===== config.mk =====
export PLATFORM = sky130hd
export DESIGN_NAME = dram_line_adapter
export DESIGN_NICKNAME = d
export VERILOG_FILES = /design/src/rtl/dram_line_adapter.sv
export SDC_FILE = /design/constraint.sdc
export NUM_CORES = 1
export LEC_CHECK = 0
export BUFFER_PORTS_ARGS = -buffer_cell sky130_fd_sc_hd__buf_4
export CORE_MARGIN = 5
export CORE_UTILIZATION = 40
export CTS_BUF_LIST = sky130_fd_sc_hd__clkbuf_8
export DETAILED_ROUTE_END_ITERATION = 8
export PLACE_DENSITY = 0.71
export SYNTH_ARGS = -nofsm -noshare
export SYNTH_HDL_FRONTEND = slang
export SYNTH_SLANG_ARGS = --single-unit

===== constraint.sdc =====
create_clock -name clk -period 3.6 [get_ports clk]
set_input_delay 0.54 -clock clk [delete_from_list [all_inputs] [get_ports clk]]
set_output_delay 0.54 -clock clk [all_outputs]
set_load 0.1 [all_outputs]

===== src/rtl/dram_line_adapter.sv =====
// Wishbone line slave: splits each LINE_W line cycle into BEATS narrow req/ready beats, reassembles reads.
// Latency: write ACK 5 cycles, read ACK 7 cycles (no stalls, 2-cycle return). Stalls hold the beat stable; ACK/RTY waits.
module dram_line_adapter #(
  parameter int ADDR_W = 32,
  parameter int LINE_W = 128,
  parameter int BEAT_W = 32
) (
  input  logic                  clk,
  input  logic                  rst,
  input  logic                  wb_cyc,
  input  logic                  wb_stb,
  input  logic                  wb_we,
  input  logic [LINE_W/8-1:0]   wb_sel,
  input  logic [ADDR_W-1:0]     wb_adr,
  input  logic [LINE_W-1:0]     wb_dat_m,
  output logic [LINE_W-1:0]     wb_dat_s,
  output logic                  wb_ack,
  output logic                  wb_rty,
  output logic                  mem_req,
  input  logic                  mem_ready,
  output logic                  mem_we,
  output logic [ADDR_W-1:0]     mem_addr,
  output logic [BEAT_W-1:0]     mem_wdata,
  output logic [BEAT_W/8-1:0]   mem_be,
  input  logic                  mem_rvalid,
  input  logic [BEAT_W-1:0]     mem_rdata,
  input  logic                  mem_err
);
  localparam int BEATS = LINE_W / BEAT_W;
  localparam int BW    = $clog2(BEATS);
  localparam int LO    = $clog2(LINE_W / 8);
  localparam int BO    = $clog2(BEAT_W / 8);
  localparam int SW    = BEAT_W / 8;
  localparam logic [BW:0] LAST_BEAT = (BW + 1)'(BEATS - 1);

  typedef enum logic [2:0] {S_IDLE, S_ISSUE, S_WAIT, S_RESP, S_DRAIN} state_t;

  state_t                  state, state_nxt;
  logic                    we_q, err_q;
  logic [LINE_W/8-1:0]     sel_q;
  logic [ADDR_W-1:LO]      adr_q;
  logic [LINE_W-1:0]       dat_q, line_q, dat_s_q;
  logic [BW:0]             beat, rbeat, rbeat_nxt;
  logic [BW-1:0]           beat_idx, rbeat_idx;
  logic                    start, issue, accept, rd_ret, last_acc, last_ret;
  logic                    unused_adr_bits;

  // Sub-line address bits select nothing: the whole line always moves.
  assign unused_adr_bits = ^wb_adr[LO-1:0];

  assign beat_idx  = beat[BW-1:0];
  assign rbeat_idx = rbeat[BW-1:0];
  assign start     = (state == S_IDLE) && wb_cyc && wb_stb;
  assign issue     = (state == S_ISSUE);
  assign accept    = issue && mem_ready;
  // Only returns for reads actually accepted by memory are counted.
  assign rd_ret    = mem_rvalid && !we_q && (rbeat < beat) &&
                     (state inside {S_ISSUE, S_WAIT, S_DRAIN});
  assign last_acc  = accept && (beat == LAST_BEAT);
  assign last_ret  = rd_ret && (rbeat == LAST_BEAT);
  assign rbeat_nxt = rbeat + {{BW{1'b0}}, rd_ret};

  always_ff @(posedge clk) begin
    if (rst) state <= S_IDLE;
    else     state <= state_nxt;
  end

  always_comb begin
    state_nxt = state;
    unique case (state)
      S_IDLE:  if (start) state_nxt = S_ISSUE;
      S_ISSUE: begin
        if (!wb_cyc)       state_nxt = we_q ? S_IDLE : S_DRAIN;
        else if (last_acc) state_nxt = we_q ? S_RESP : S_WAIT;
      end
      S_WAIT: begin
        if (!wb_cyc)       state_nxt = S_DRAIN;
        else if (last_ret) state_nxt = S_RESP;
      end
      S_RESP:  state_nxt = S_IDLE;
      S_DRAIN: if (rbeat_nxt == beat) state_nxt = S_IDLE;
      default: state_nxt = S_IDLE;
    endcase
  end

  always_comb begin
    int woff;
    woff      = int'(beat_idx) * BEAT_W;
    mem_req   = issue;
    mem_we    = issue && we_q;
    mem_addr  = '0;
    mem_wdata = '0;
    mem_be    = '0;
    if (issue) begin
      mem_addr  = {adr_q, beat_idx, {BO{1'b0}}};
      mem_wdata = dat_q[woff +: BEAT_W];
      mem_be    = sel_q[int'(beat_idx) * SW +: SW];
    end
    wb_ack   = (state == S_RESP) && !err_q;
    wb_rty   = (state == S_RESP) && err_q;
    // The fresh line is presented alongside its ACK, then held.
    wb_dat_s = (wb_ack && !we_q) ? line_q : dat_s_q;
  end

  always_ff @(posedge clk) begin
    if (rst) begin
      we_q    <= 1'b0;
      err_q   <= 1'b0;
      sel_q   <= '0;
      adr_q   <= '0;
      dat_q   <= '0;
      line_q  <= '0;
      dat_s_q <= '0;
      beat    <= '0;
      rbeat   <= '0;
    end else begin
      if (start) begin
        we_q  <= wb_we;
        sel_q <= wb_sel;
        adr_q <= wb_adr[ADDR_W-1:LO];
        dat_q <= wb_dat_m;
        beat  <= '0;
        rbeat <= '0;
        err_q <= 1'b0;
      end
      if (accept) begin
        beat <= beat + (BW + 1)'(1);
        if (we_q && mem_err) err_q <= 1'b1;
      end
      if (rd_ret) begin
        rbeat <= rbeat_nxt;
        line_q[int'(rbeat_idx) * BEAT_W +: BEAT_W] <= mem_rdata;
        if (mem_err) err_q <= 1'b1;
      end
      if (wb_ack && !we_q) dat_s_q <= line_q;
    end
  end
endmodule


* Word level (Yosys, flattened, before mapping)
Index checks and enable logic that the tools add are counted.
Word-level totals: output and inout port bits 200, bits in registers 439, logic and storage cells 71
Operators by class: equality and inequality tests 11, muxes and demuxes 22, add/sub/neg operators 3, magnitude comparators 1, reductions and logical operators 20, shift-type cells 4
Operators by type and width (count):
- bitwise mux 128 bit | 1
- 2-to-1 mux 128 bit | 1
- variable shift 32 x 33 -> 128 bit (first input constant) | 1
- indexed part select 128 x 8 -> 32 bit | 1
- indexed part select 32 x 33 -> 128 bit | 1
- 2-to-1 mux 32 bit | 2
- negation 7 -> 33 bit | 1
- 2-to-1 mux 3 bit | 10
- indexed part select 16 x 5 -> 4 bit | 1
- logical AND 1 bit | 13
- equality test 3 x 2 -> 1 bit (second input constant) | 4
- one-hot mux 3 bit (4 select lines) | 1
- 2-to-1 mux 1 bit | 6
- 2-to-1 mux 4 bit | 1
- AND reduction 4 bit | 1
- nonzero test 2 bit | 2
- adder 3 x 1 -> 3 bit | 1
- adder 3 x 1 -> 3 bit (second input constant) | 1
- equality test 3 x 1 -> 1 bit (second input constant) | 1
- equality test 3 bit | 1
- equality test 3 bit (second input constant) | 1
- logical NOT 3 bit | 1
- less-than comparator 3 bit | 1
- inequality test 3 x 2 -> 1 bit (second input constant) | 1
- other kinds (5) | 6

* Logic depth before layout (Yosys ltp)
depth after elaboration 8, mapped depth 14, depth with buffers taken out 12

* Worst setup path after synthesis
OpenSTA, ideal clock, no wires.
kind register to output, start point register state[0], end point output port mem_wdata[22], arrival time 2663 ps, slack 397 ps, cell stages (with the launch flop) 5, data required time 3060 ps, cells stage by stage dfxtp_1 buf_4 nor3b_2 clkbuf_1 and2_1
Between the ends: longest elaborated chain between the ends 2
RTL lines:
- from (decl) | line 38 | state_t state, state_nxt;
- from (signal assigned) | line 65 | else state <= state_nxt;
- equality test 3 x 1 -> 1 bit | line 54 | assign issue = (state == S_ISSUE);
- named net mem_req | line 19 | output logic mem_req,
- 2-to-1 mux 32 bit | line 94 | if (issue) begin
- to (decl) | line 23 | output logic [BEAT_W-1:0] mem_wdata,
The timed path passes the listed nets, and every way through them passes these cells.

* Final worst setup path
start point register state[0], end point output port wb_dat_s[86]
Between the ends: longest elaborated chain between the ends 4
RTL lines:
- equality test 3 x 2 -> 1 bit | line 99 | wb_ack = (state == S_RESP) && !err_q;
- logical AND 1 bit | line 99
- logical AND 1 bit | line 102 | wb_dat_s = (wb_ack && !we_q) ? line_q : dat_s_q;
- 2-to-1 mux 128 bit
- to (decl) | line 16 | output logic [LINE_W-1:0] wb_dat_s,
No other way between the ends.

==> metrics <==
setup bufs post-CTS=0; Sink Count=roughly 440; Fill cells=4232; Hold Slack=about 130 ps; crit path kind=flip-flop to output port; Synth warnings=0; Synth Area in Simple Gates=between 10% and 20%; Least-Margin Pin Slew=approximately 1200 ps; Pwr Total=10.7 mW; XOR/XNOR Fraction of Synth Area=0.279%; Max-slew headroom=17.6%; Remaining Overflow, GRT=0; Unique masters post-synth=52; part of the cycle the worst path needs=about 90%; Synth Area in Compound Gates=approximately an eighth; GP Congestion=approximately 0.86; final WL=around 57000 um; Die Y=227 um; combinational family with the most area after synthesis=simple AND/OR/NAND/NOR gates; Initial DRT Pass Iterations=6; CP Data Required Time=around 3100 ps; Final HPWL DP=around 38000 um; clock-pin slew on the worst setup and hold paths=around 60 ps; adder-cell area share of the yosys netlist=0.796%; GRT Overall Usage=between 20% and 30%; core area=about 47000 sq um; status=complete, no violations; endpoints failing hold=0; total CTS buffers=80; Initial Utilization=roughly two fifths; Post-synth EDFFs=0; fmax=between 0.3 and 0.4 GHz; Clock Tree Buf Depth=3; register bit count reported by yosys=between 400 and 500; Hold Path Origin=wb_cyc; Post-synth top cells=dfxtp_1, nand2_1, a21oi_1; R2R depth=12; fin nets=between 2000 and 3000; RR Endpoint=state[2]; Die X=around 230 um; WHS Endpoint=state[2]; CP endpoint kind=output port; routed vias/inst=5.32; Clock Latency Late Sink=approximately 630 ps; final setup fails=0; Pleak=approximately 9.8 nW; initial antenna violation count=0; Synth Instances=approximately 2000; number of global-route vias before repair=between 15000 and 20000; Synth area leaders=dfxtp_1, mux2_4, a21oi_1; Syn Area/Cell=~9.5 sq um; pwr/cell area=between 400 and 500 nW/um^2; area delta synth->final=25.3%; Reg area=approximately 8800 sq um; VDD IR max=approximately 0.30 mV; Synth top area share=46.6%; reg2reg setup slack=810 ps; sequential share of the synthesized area=a little under half; port buffer count=between 400 and 500; Remaining DRCs=0; die footprint=between 50000 and 60000 sq um; Multi-input gate area=between 8000 and 9000 sq um; number of DRC violations after detailed-routing iteration 0=1361; RSZ-0062 raised after global routing=no; area leader, netlist=dfxtp_1; num rows=79; TritonCTS clock tree=built; routed len/inst=around 19 um; largest net degree at the start of global routing=approximately 170; number of I/O pins=about 420; critical path startpoint category=flip-flop; Slew Limit Fails=0; layout cells sized above 1=between 30% and 40%; top_reg_cell synth=dfxtp_1; CP Max Fanout=24; Worst Path Arrival=between 2000 and 3000 ps; Tightest Hold Check Type=input pin to flip-flop; most common cell in the netlist=dfxtp_1; Final min period=about 3300 ps; RR Startpoint=beat[2]; multiplexer share of the synthesized area=between 10 and 15%; ant diodes=0; first-pass GRT wire length=slightly below 90000 um; Cell Area, Synth=roughly 19000 sq um; hold path cells=2; worst clock skew=roughly 25 ps; routed via count=about 16000; CTS root buf=clkbuf_8; Routed Antenna Nets=0; max-capacitance violation count=0; setup_tns=0 ps; ys async rst share=0%; H-tree depth=3
metrics by stage:
step           setup WS, ps  std cells  utilization [%]  instance area [sq um]
2_1_floorplan           397       1991                -                  18900
3_3_place_gp            841       2846             47.1                  22000
3_5_place_dp            827       2846             47.1                  22000
4_1_cts                94.4       2988             50.7                  23600
5_1_grt                 161       2988             50.7                  23600
6_report                286       2988             50.7                  23600
metal layers:
| layer | global-route usage (%) | vias up | share of wire (%) |
|---|---|---|---|
| met5 | 0 | - | 0 |
| met2 | 34.0 | 658 | 47 |
| met3 | 7.63 | 82 | 11 |
| li1 | - | 7544 | - |
| met1 | 26.0 | 7601 | 40 |
| met4 | 6.77 | 0 | 2.0 |
how the worst max path moves through the flow:
stage	start	end	cells after the start	slack (ps)
6_report	state[0]	wb_dat_s[86]	4	290
5_1_grt	state[0]	wb_dat_s[10]	4	160
4_1_cts	state[1]	wb_dat_s[10]	4	90
3_5_place_dp	state[1]	wb_dat_s[10]	4	830
3_3_place_gp	state[1]	wb_dat_s[15]	4	840
2_1_floorplan	state[0]	mem_wdata[22]	4	400
worst max-delay path, cell delays in order, from the launching register on:
cell	delay, ps
dfxtp_1	610
nand4b_4	460
buf_4	440
mux2_4	370
buf_4	240
placed cells by master (no fill, tap or decap), drive strengths merged, types with 4 or more instances in the layout:
cell      netlist  final
dfxtp         439    439
buf            75    436
nand2         351    351
a21oi         306    306
and2          195    195
o21ai         135    135
nand4         128    128
mux2          128    128
clkbuf        113    100
mux4           36     36
inv             7     25
clkinv          0     15
nor2           13     13
ha             12     12
clkinvlp        0      6
nor3b           6      6
a21boi          4      4
flip-flops by register name (all words and copies together) (netlist names):
name / count
dat_q: 128
dat_s_q: 128
line_q: 128
adr_q: 28
sel_q: 16
beat: 3
rbeat: 3
state: 3
err_q: 1
we_q: 1
report_power, final:
part / total, mW / internal, mW / switching (mW) / leakage, nW
clock network: 4.88 / 2.73 / 2.15 / 0.919
registers: 5.02 / 4.96 / 0.0560 / 3.55
logic: 0.835 / 0.313 / 0.521 / 5.32
final cells by class:
type / count / share of cell area [%]
multi-input cells: 1357 / 38.0
well taps: 607 / 3.21
clock inverters: 42 / 1.26
clock buffers: 100 / 5.83
flip-flops and latches: 439 / 37.2
repair buffers: 436 / 14.4
inverters: 7 / 0.111
kinds of logic after synthesis:
family                   count (synthesis)
AND/OR/NAND/NOR                        711
XOR/XNOR                                 6
other                                    1
AO/OA/AOI/OAI                          462
flip-flops                             439
adder cells (fa/ha/maj)                 12
buffers and inverters                  195
multiplexers                           164
repair_timing:
action                                  4_1_cts  5_1_grt
hold buffers                                  0        0
endpoints found under the setup margin        0       20
gates resized for setup                       0        1
Power figures use the tool's default switching activity.
